`src/rtl/pos_eval_pkg.sv`:
```
// Shared types and constants for the product-of-sums function evaluator.
// Holds the FSM state type, the default maxterm mask and a mask-width helper.
package pos_eval_pkg;

    typedef enum logic [1:0] {
        IDLE  = 2'd0,
        SWEEP = 2'd1,
        DONE  = 2'd2
    } state_t;

    // Maxterms 0,1,2,8,10,12,14 for the default 4-input function
    localparam logic [15:0] MASK_DEFAULT = 16'h5507;

    function automatic int mask_width(input int n);
        return 1 << n;
    endfunction

endpackage

```
`src/rtl/pos_out_reg.sv`:
```
// Single-entry valid/ready output register carrying a function value and its index.
// Loads only when free; holds data stable while the consumer stalls.
module pos_out_reg #(
    parameter int IDX_W = 4
) (
    input  logic             clk,
    input  logic             rst_n,
    input  logic             load,
    input  logic             f_in,
    input  logic [IDX_W-1:0] idx_in,
    input  logic             out_ready,
    output logic             out_free,
    output logic             out_valid,
    output logic             out_f,
    output logic [IDX_W-1:0] out_idx
);

    logic             valid_q, valid_d;
    logic             f_q, f_d;
    logic [IDX_W-1:0] idx_q, idx_d;

    assign out_free  = !valid_q || out_ready;
    assign out_valid = valid_q;
    assign out_f     = f_q;
    assign out_idx   = idx_q;

    always_comb begin
        valid_d = valid_q;
        f_d     = f_q;
        idx_d   = idx_q;
        if (load) begin
            valid_d = 1'b1;
            f_d     = f_in;
            idx_d   = idx_in;
        end else if (out_ready) begin
            valid_d = 1'b0;
        end
    end

    always_ff @(posedge clk) begin
        if (!rst_n) begin
            valid_q <= 1'b0;
            f_q     <= 1'b0;
            idx_q   <= '0;
        end else begin
            valid_q <= valid_d;
            f_q     <= f_d;
            idx_q   <= idx_d;
        end
    end

endmodule

```
`src/rtl/pos_func_eval.sv`:
```
// Product-of-sums evaluator: out_f is 0 exactly where the maxterm mask bit is set.
// Streams single evaluations or sweeps the whole truth table and counts the ones.
module pos_func_eval
    import pos_eval_pkg::*;
#(
    parameter int                             N_IN     = 4,
    parameter logic [mask_width(N_IN)-1:0]    MASK_RST = MASK_DEFAULT
) (
    input  logic                        clk,
    input  logic                        rst_n,
    input  logic                        cfg_we,
    input  logic [mask_width(N_IN)-1:0] cfg_mask,
    input  logic                        in_valid,
    output logic                        in_ready,
    input  logic [N_IN-1:0]             in_vec,
    input  logic                        sweep_start,
    output logic                        sweep_busy,
    output logic                        sweep_done,
    output logic                        out_valid,
    input  logic                        out_ready,
    output logic                        out_f,
    output logic [N_IN-1:0]             out_idx,
    output logic [N_IN:0]               ones_count
);

    localparam int              W       = mask_width(N_IN);
    localparam logic [N_IN-1:0] CNT_MAX = '1;

    state_t            state_q, state_d;
    logic [W-1:0]      mask_q, mask_d;
    logic [N_IN-1:0]   cnt_q, cnt_d;
    logic [N_IN:0]     acc_q, acc_d;
    logic [N_IN:0]     ones_q, ones_d;
    logic              done_q, done_d;

    logic              load;
    logic              f_in;
    logic [N_IN-1:0]   idx_in;
    logic              out_free;

    pos_out_reg #(.IDX_W(N_IN)) u_out_reg (
        .clk       (clk),
        .rst_n     (rst_n),
        .load      (load),
        .f_in      (f_in),
        .idx_in    (idx_in),
        .out_ready (out_ready),
        .out_free  (out_free),
        .out_valid (out_valid),
        .out_f     (out_f),
        .out_idx   (out_idx)
    );

    assign sweep_busy = (state_q != IDLE);
    assign sweep_done = done_q;
    assign ones_count = ones_q;

    always_comb begin
        state_d = state_q;
        mask_d  = mask_q;
        cnt_d   = cnt_q;
        acc_d   = acc_q;
        ones_d  = ones_q;
        done_d  = 1'b0;
        load    = 1'b0;
        f_in    = ~mask_q[in_vec];
        idx_in  = in_vec;
        // A same-cycle sweep_start wins, so the input is refused rather than dropped
        in_ready = (state_q == IDLE) && !sweep_start && out_free;

        unique case (state_q)
            IDLE: begin
                if (cfg_we) begin
                    mask_d = cfg_mask;
                end
                if (sweep_start) begin
                    state_d = SWEEP;
                    cnt_d   = '0;
                    acc_d   = '0;
                end else if (in_valid && in_ready) begin
                    load = 1'b1;
                end
            end
            SWEEP: begin
                f_in   = ~mask_q[cnt_q];
                idx_in = cnt_q;
                if (out_free) begin
                    load  = 1'b1;
                    acc_d = acc_q + {{N_IN{1'b0}}, f_in};
                    if (cnt_q == CNT_MAX) begin
                        state_d = DONE;
                    end else begin
                        cnt_d = cnt_q + 1'b1;
                    end
                end
            end
            DONE: begin
                if (out_valid && out_ready) begin
                    ones_d  = acc_q;
                    done_d  = 1'b1;
                    state_d = IDLE;
                end
            end
            default: begin
                state_d = IDLE;
            end
        endcase
    end

    always_ff @(posedge clk) begin
        if (!rst_n) begin
            state_q <= IDLE;
            mask_q  <= MASK_RST;
            cnt_q   <= '0;
            acc_q   <= '0;
            ones_q  <= '0;
            done_q  <= 1'b0;
        end else begin
            state_q <= state_d;
            mask_q  <= mask_d;
            cnt_q   <= cnt_d;
            acc_q   <= acc_d;
            ones_q  <= ones_d;
            done_q  <= done_d;
        end
    end

endmodule

```
`config.mk`:
```
export PLATFORM = sky130hd
export DESIGN_NAME = pos_func_eval
export DESIGN_NICKNAME = d
export VERILOG_FILES = /design/src/rtl/pos_eval_pkg.sv /design/src/rtl/pos_out_reg.sv /design/src/rtl/pos_func_eval.sv
export SDC_FILE = /design/constraint.sdc
export NUM_CORES = 1
export LEC_CHECK = 0
export ABC_AREA = 1
export CORE_MARGIN = 1
export CORE_UTILIZATION = 50
export CTS_BUF_LIST = sky130_fd_sc_hd__clkbuf_8 sky130_fd_sc_hd__clkbuf_16
export CTS_CLUSTER_DIAMETER = 40
export DETAILED_ROUTE_END_ITERATION = 12
export DONT_BUFFER_PORTS = 1
export HOLD_SLACK_MARGIN = 0.08
export SYNTH_ARGS = -nofsm -noshare
export SYNTH_HDL_FRONTEND = slang
export SYNTH_SLANG_ARGS = --single-unit
```
`constraint.sdc`:
```
create_clock -name clk -period 2.1 [get_ports clk]
set_input_delay 0.315 -clock clk [delete_from_list [all_inputs] [get_ports clk]]
set_output_delay 0.315 -clock clk [all_outputs]
set_load 0.02 [all_outputs]
```
==> results of run 1 <==
metrics by stage:
stage / hold WS (ns) / area, sq um / total power [uW] / setup WS, ns
final: 0.1224 / 2059 / 1570 / 0.2407
after global routing: 0.1105 / 2059 / 1660 / 0.02057
after CTS: 0.09638 / 2051 / 1588 / 0.1575
after detailed placement: 0.4067 / 1956 / 1060 / 0.1778
after global placement: 0.4044 / 1956 / 1061 / 0.2238
after floorplan: 0.4282 / 1897 / 1019 / 0.3075
cell usage after synthesis:
cell type,number,area [sq um]
clkbuf_1,5,18.77
o21ai_0,21,105.1
inv_1,30,112.6
buf_2,4,20.02
nand3b_1,1,7.510
nand2_4,1,11.26
nand2_2,2,12.51
inv_2,3,11.26
and3_1,2,12.51
nor3_1,4,20.02
a211oi_1,1,7.510
nand2_1,74,277.8
nor2_2,1,6.260
a31oi_1,3,18.77
ha_1,3,37.54
clkinv_1,1,3.750
buf_4,1,7.510
nand3_1,31,155.2
nor2_1,25,93.84
a41oi_1,1,8.760
o211ai_1,7,52.55
xor2_1,1,8.760
dfxtp_1,39,780.8
a21oi_1,19,95.09
nor2_4,1,11.26
worst max-delay path, stage by stage, from the launching register on:
cell	delay [ns]
dfxtp_4	0.37
buf_4	0.15
o21ai_1	0.12
nand2_1	0.07
nand3_1	0.08
nand3_1	0.09
nand2_1	0.08
inv_1	0.04
ha_1	0.19
ha_1	0.20
and3_4	0.19
nand2_1	0.05
nand2_1	0.04
nand2_1	0.05
nor2_1	0.03
power by group:
part | leakage [uW] | total (uW) | switching, uW | internal (uW)
registers | 0.000321 | 828 | 45.7 | 783
clock network | 0.0000526 | 526 | 262 | 264
logic | 0.000540 | 216 | 140 | 76.0
sequential cells by signal, indices dropped and copies added (netlist names):
signal	count
u_out_reg.out_f	1
cnt_q	4
ones_count	5
state_q	2
u_out_reg.out_idx	4
mask_q	16
sweep_done	1
acc_q	5
u_out_reg.out_valid	1
logic make-up after synthesis:
kind of cell               share of synthesized area, %
buffers and inverters                             9.169
AOI/OAI and AO/OA                                 15.17
xor gates and xnor gates                         0.4618
DFF                                               41.16
and+or+nand+nor                                   32.06
adders and majority gates                         1.979
routing by layer:
metal / wire length (um) / global-route usage [%] / up-vias
li1: - / - / 920
met1: 2333 / 36.28 / 733
met2: 1666 / 32.98 / 40
met3: 215 / 6.159 / 5
met4: 64 / 9.375 / 0
met5: 0 / 0 / -
cell type report:
| type | count | area (sq um) |
|---|---|---|
| inverters | 34 | 127.6 |
| clock inverters | 2 | 12.51 |
| repair buffers | 6 | 45.04 |
| clock buffers | 6 | 82.58 |
| fillers | 389 | 1602 |
| multi-input cells | 198 | 947.2 |
| flip-flops and latches | 39 | 784.5 |
| well taps | 48 | 60.06 |
path summary, 6_finish.rpt:
check        startpoint         end  slack [ns]  depth (start not counted)
max            cnt_q[0]    acc_q[4]        0.24                         14
min               rst_n  mask_q[12]        0.12                          1
max reg2reg    cnt_q[0]    acc_q[4]        0.24                         14
min reg2reg   mask_q[6]   mask_q[6]        0.48                          2
==> qor.csv, run 1 <==
stage,metric,value,unit
cells_and_area,area delta synth->final,8.575,%
timing,Period minus WS final,1.859,ns
power,leakage,0.0009137,uW
cells_and_area,Antenna diodes,0,
die,Initial Util,51.81,%
detailed_routing,DR iter-0 viols,111,
timing,"Slew Viols, Final",0,
global_route,Total GRT Usage,24.43,%
place,hpwl dp,3157,um
detailed_routing,Final ANT Viol Nets,0,
cells_and_area,non-filler cells in the finished layout,333,
critical_path,crit end category,flop,
critical_path,Worst Path Required,2.29,ns
power,peak supply drop,518.7,uV
detailed_routing,Pre-antenna DRT Iters,4,
logic_synthesis,"flops & latches, synth",39,
die,Die Height,63.59,um
place,gpl congestion,0.8125,
timing,unrepaired setup endpoints after global routing,no,
cells_and_area,most frequent cells in the layout,"nand2_1 (74), dfxtp_1 (38), inv_1 (31), nand3_1 (31), nor2_1 (25)",
global_route,largest net degree at the start of global routing,28,
clock_network,post-CTS sizing,0,
timing,worst slew pin tran,0.4747,ns
detailed_routing,Via density,5.099,
global_route,vias in the first global route,1630,
logic_synthesis,syn_area_per_cell,6.750,sq um
die,Core ar.,3661,sq um
clock_network,CTS root buf,clkbuf_8,
die,die area,4044,sq um
global_route,initial antenna violation count,0,
min_path,Hold WC Path Type,in2reg,
clock_network,Clock Latency Late Sink,0.29,ns
clock_network,hold-fix buffers at CTS,0,
timing,Max transition margin,68.32,%
place,Post-Place Cells,325,
critical_path,Worst Path Max Fanout,8,
detailed_routing,Post-Route WL,4279,um
detailed_routing,wire length per cell,12.85,um
timing,Peak Freq,537.8,MHz
critical_path,type of element launching the critical path,flop,
clock_network,CTS tree,yes,
power,pwr dens,762.6,nW/um^2
timing,Tcrit/Tclk final,88.54,%
timing,final setup violation count,0,
logic_synthesis,post-synth net total,310,
clock_network,Clock transition at path regs,0.08,ns
clock_network,TritonCTS buffer count,5,
clock_network,clock buffer depth,2,
logic_synthesis,Mapped Cells,281,
global_route,first-pass GRT wire length,7583,um
timing,final hold violation count,0,
timing,final setup TNS,0,ns
logic_synthesis,sequential share of the synthesized area,41.16,%
detailed_routing,drt drc,0,
detailed_routing,routed vias,1698,
run,MaxCap Viol Count,0,
logic_synthesis,synth warn,0,
cells_and_area,"most common cell after layout, fill and taps aside",nand2_1,
logic_synthesis,library cells used by synthesis,25,
place,count of buffers from port buffering,0,
cells_and_area,final core occ,56.25,%
status,status,completed,
timing,Final Skew,0.005613,ns
global_route,GRT Residual Overflow,0,
cells_and_area,layout cells sized above 1,8.070,%
die,row count,22,
clock_network,H-tree depth,2,
critical_path,critical path type,reg2reg,
clock_network,# clock sinks,39,
clock_network,"Setup Fix Bufs, Post-CTS",0,
logic_synthesis,cell area after synthesis,1897,sq um
die,Die X,63.59,um
critical_path,"Arr. time, crit path",2.05,ns
cells_and_area,final-stage net count,313,
die,Top Ports,40,
(Power assumes the default switching activity.)
==> run 2: changes to the inputs <==
Settings changed: GPL_TIMING_DRIVEN set to 0, SKIP_LAST_GASP set to 1.
==> run 2 against run 1 <==
  * Routed wire length up 0.98%
  * Sequential share of layout area down 0.48 points
  * Via count up 2.8%
  * First-iteration DRC count up 5.4%
  * Final cell count up 1.2%
  * Critical path type unchanged
==> qor.csv, run 2 (same netlist as run 1, synthesis figures left out) <==
stage,metric,value,unit,change
status,status,completed,,
cells_and_area,largest reg by FF count,mask_q,,
timing,Final Skew,0.01015,ns,+0.004536 ns
power,leakage,0.0009213,uW,+0.84%
global_route,GRT Residual Overflow,0,,unchanged
critical_path,type of element launching the critical path,flop,,
timing,final setup TNS,0,ns,unchanged
timing,worst slew pin tran,0.8248,ns,+0.3501 ns
global_route,vias in the first global route,1517,,-6.9%
clock_network,clock buffer depth,2,,unchanged
critical_path,Reg2Reg Depth,14,,unchanged
clock_network,TritonCTS buffer count,5,,unchanged
clock_network,CTS root buf,clkbuf_8,,
cells_and_area,layout cells sized above 1,7.958,%,-0.11 points
global_route,initial antenna violation count,0,,unchanged
clock_network,"Setup Fix Bufs, Post-CTS",0,,unchanged
clock_network,Clock Latency Late Sink,0.30,ns,about the same
die,Top Ports,40,,unchanged
critical_path,Critical path origin,cnt_q[1],,
die,die area,4044,sq um,unchanged
cells_and_area,non-filler cells in the finished layout,337,,+1.2%
detailed_routing,Via density,5.178,,+1.5%
cells_and_area,final-stage net count,317,,+1.3%
detailed_routing,routed vias,1745,,+2.8%
critical_path,Worst Path Max Fanout,8,,unchanged
clock_network,CTS tree,yes,,
power,peak supply drop,665.1,uV,+28%
critical_path,crit end category,flop,,
global_route,first-pass GRT wire length,7217,um,-4.8%
min_path,Hold WC Path Type,in2reg,,
run,MaxCap Viol Count,0,,unchanged
place,gpl congestion,0.8499,,+4.6%
detailed_routing,Pre-antenna DRT Iters,4,,unchanged
die,Die Height,63.59,um,unchanged
cells_and_area,Antenna diodes,0,,unchanged
global_route,largest net degree at the start of global routing,14,,-50%
timing,Peak Freq,521.6,MHz,-3.0%
clock_network,H-tree depth,2,,unchanged
timing,final setup violation count,0,,unchanged
detailed_routing,DR iter-0 viols,117,,+5.4%
timing,Tcrit/Tclk final,91.30,%,+2.8 points
cells_and_area,most frequent cells in the layout,"nand2_1 (74), dfxtp_1 (38), nand3_1 (31), inv_1 (30), nor2_1 (25)",,
place,count of buffers from port buffering,0,,unchanged
critical_path,Worst Path Required,2.28,ns,about the same
critical_path,critical path type,reg2reg,,
critical_path,FF-to-FF End,acc_q[4],,
detailed_routing,wire length per cell,12.82,um,-0.22%
clock_network,# clock sinks,39,,unchanged
die,Core ar.,3661,sq um,unchanged
critical_path,R2R setup slack,0.18,ns,-0.06 ns
detailed_routing,drt drc,0,,unchanged
power,PnR Total Power,1692,uW,+7.8%
cells_and_area,area delta synth->final,9.960,%,
timing,final hold violation count,0,,unchanged
die,row count,22,,unchanged
cells_and_area,"most common cell after layout, fill and taps aside",nand2_1,,
die,Initial Util,51.81,%,unchanged
critical_path,FF-to-FF Start,cnt_q[1],,
detailed_routing,Post-Route WL,4321,um,+0.98%
critical_path,crit path to,acc_q[4],,
timing,"Slew Viols, Final",0,,unchanged
cells_and_area,Largest register FFs,16,,unchanged
global_route,Total GRT Usage,23.15,%,-1.3 points
place,hpwl dp,3255,um,+3.1%
die,Die X,63.59,um,unchanged
timing,Max transition margin,44.59,%,-24 points
critical_path,"Arr. time, crit path",2.10,ns,+0.05 ns
detailed_routing,Final ANT Viol Nets,0,,unchanged
timing,Period minus WS final,1.917,ns,+0.05802 ns
clock_network,Clock transition at path regs,0.08,ns,about the same
power,pwr dens,811.3,nW/um^2,+6.4%
place,Post-Place Cells,329,,+1.2%
min_path,Min-Delay Startpoint,cfg_mask[12],,
timing,unrepaired setup endpoints after global routing,no,,
run 2: report_power, final:
part | switching, uW | internal (uW) | total, uW | leakage (uW)
combinational | 153 | 78.2 | 231 | 0.000543
clock | 279 | 354 | 633 | 0.0000581
sequential | 45.4 | 783 | 828 | 0.000321
total | 478 | 1210 | 1690 | 0.000921
run 2: routing by layer:
metal / track usage, % / up-vias / wire (um)
met5: 0 / - / 0
met4: 5.966 / 0 / 34
met3: 7.065 / 4 / 273
met2: 32.45 / 46 / 1729
met1: 33.74 / 768 / 2283
li1: - / 927 / -
run 2: worst max-delay path: stages (launching register included):
cell	delay (ns)
dfxtp_1	0.32
clkbuf_4	0.17
inv_1	0.11
o211ai_1	0.12
nand3_1	0.08
nand3_1	0.08
nand2_1	0.09
inv_1	0.05
ha_1	0.19
ha_1	0.20
and3_1	0.21
nand2_1	0.06
nand2_1	0.04
nand2_1	0.05
nor2_1	0.04
run 2: metrics by stage:
step | util (%) | instance area, sq um | setup WS [ns] | hold WS (ns)
after global placement | 53.45 | 1957 | 0.05835 | 0.4377
after floorplan | - | 1897 | 0.3075 | 0.4282
after detailed placement | 53.45 | 1957 | 0.07485 | 0.4402
final | 56.97 | 2086 | 0.1827 | 0.1329
after global routing | 56.97 | 2086 | 0.005840 | 0.1542
after CTS | 56.53 | 2069 | 0.03675 | 0.1298
run 2: cell type report:
cell class	count	area, sq um
fillers	377	1575
multi-input cells	198	945.9
flip-flops and latches	39	784.5
inverters	34	127.6
clock buffers	5	68.82
well taps	48	60.06
plain buffers	10	55.05
clock inverters	3	43.79
run 2: worst min path at each step:
| stage | cells past startpoint | endpoint | slack [ns] |
|---|---|---|---|
| floorplan | 2 | mask_q[12] | 0.43 |
| global placement | 2 | mask_q[12] | 0.44 |
| detailed placement | 2 | mask_q[12] | 0.44 |
| CTS | 2 | mask_q[12] | 0.13 |
| global route | 2 | mask_q[12] | 0.15 |
| finish | 2 | mask_q[12] | 0.13 |
run 2: timing repair:
action / 4_1_cts / 5_1_grt
endpoints found under the setup margin: 0 / 4
gates resized for setup: 0 / 8
hold buffers: 0 / 0
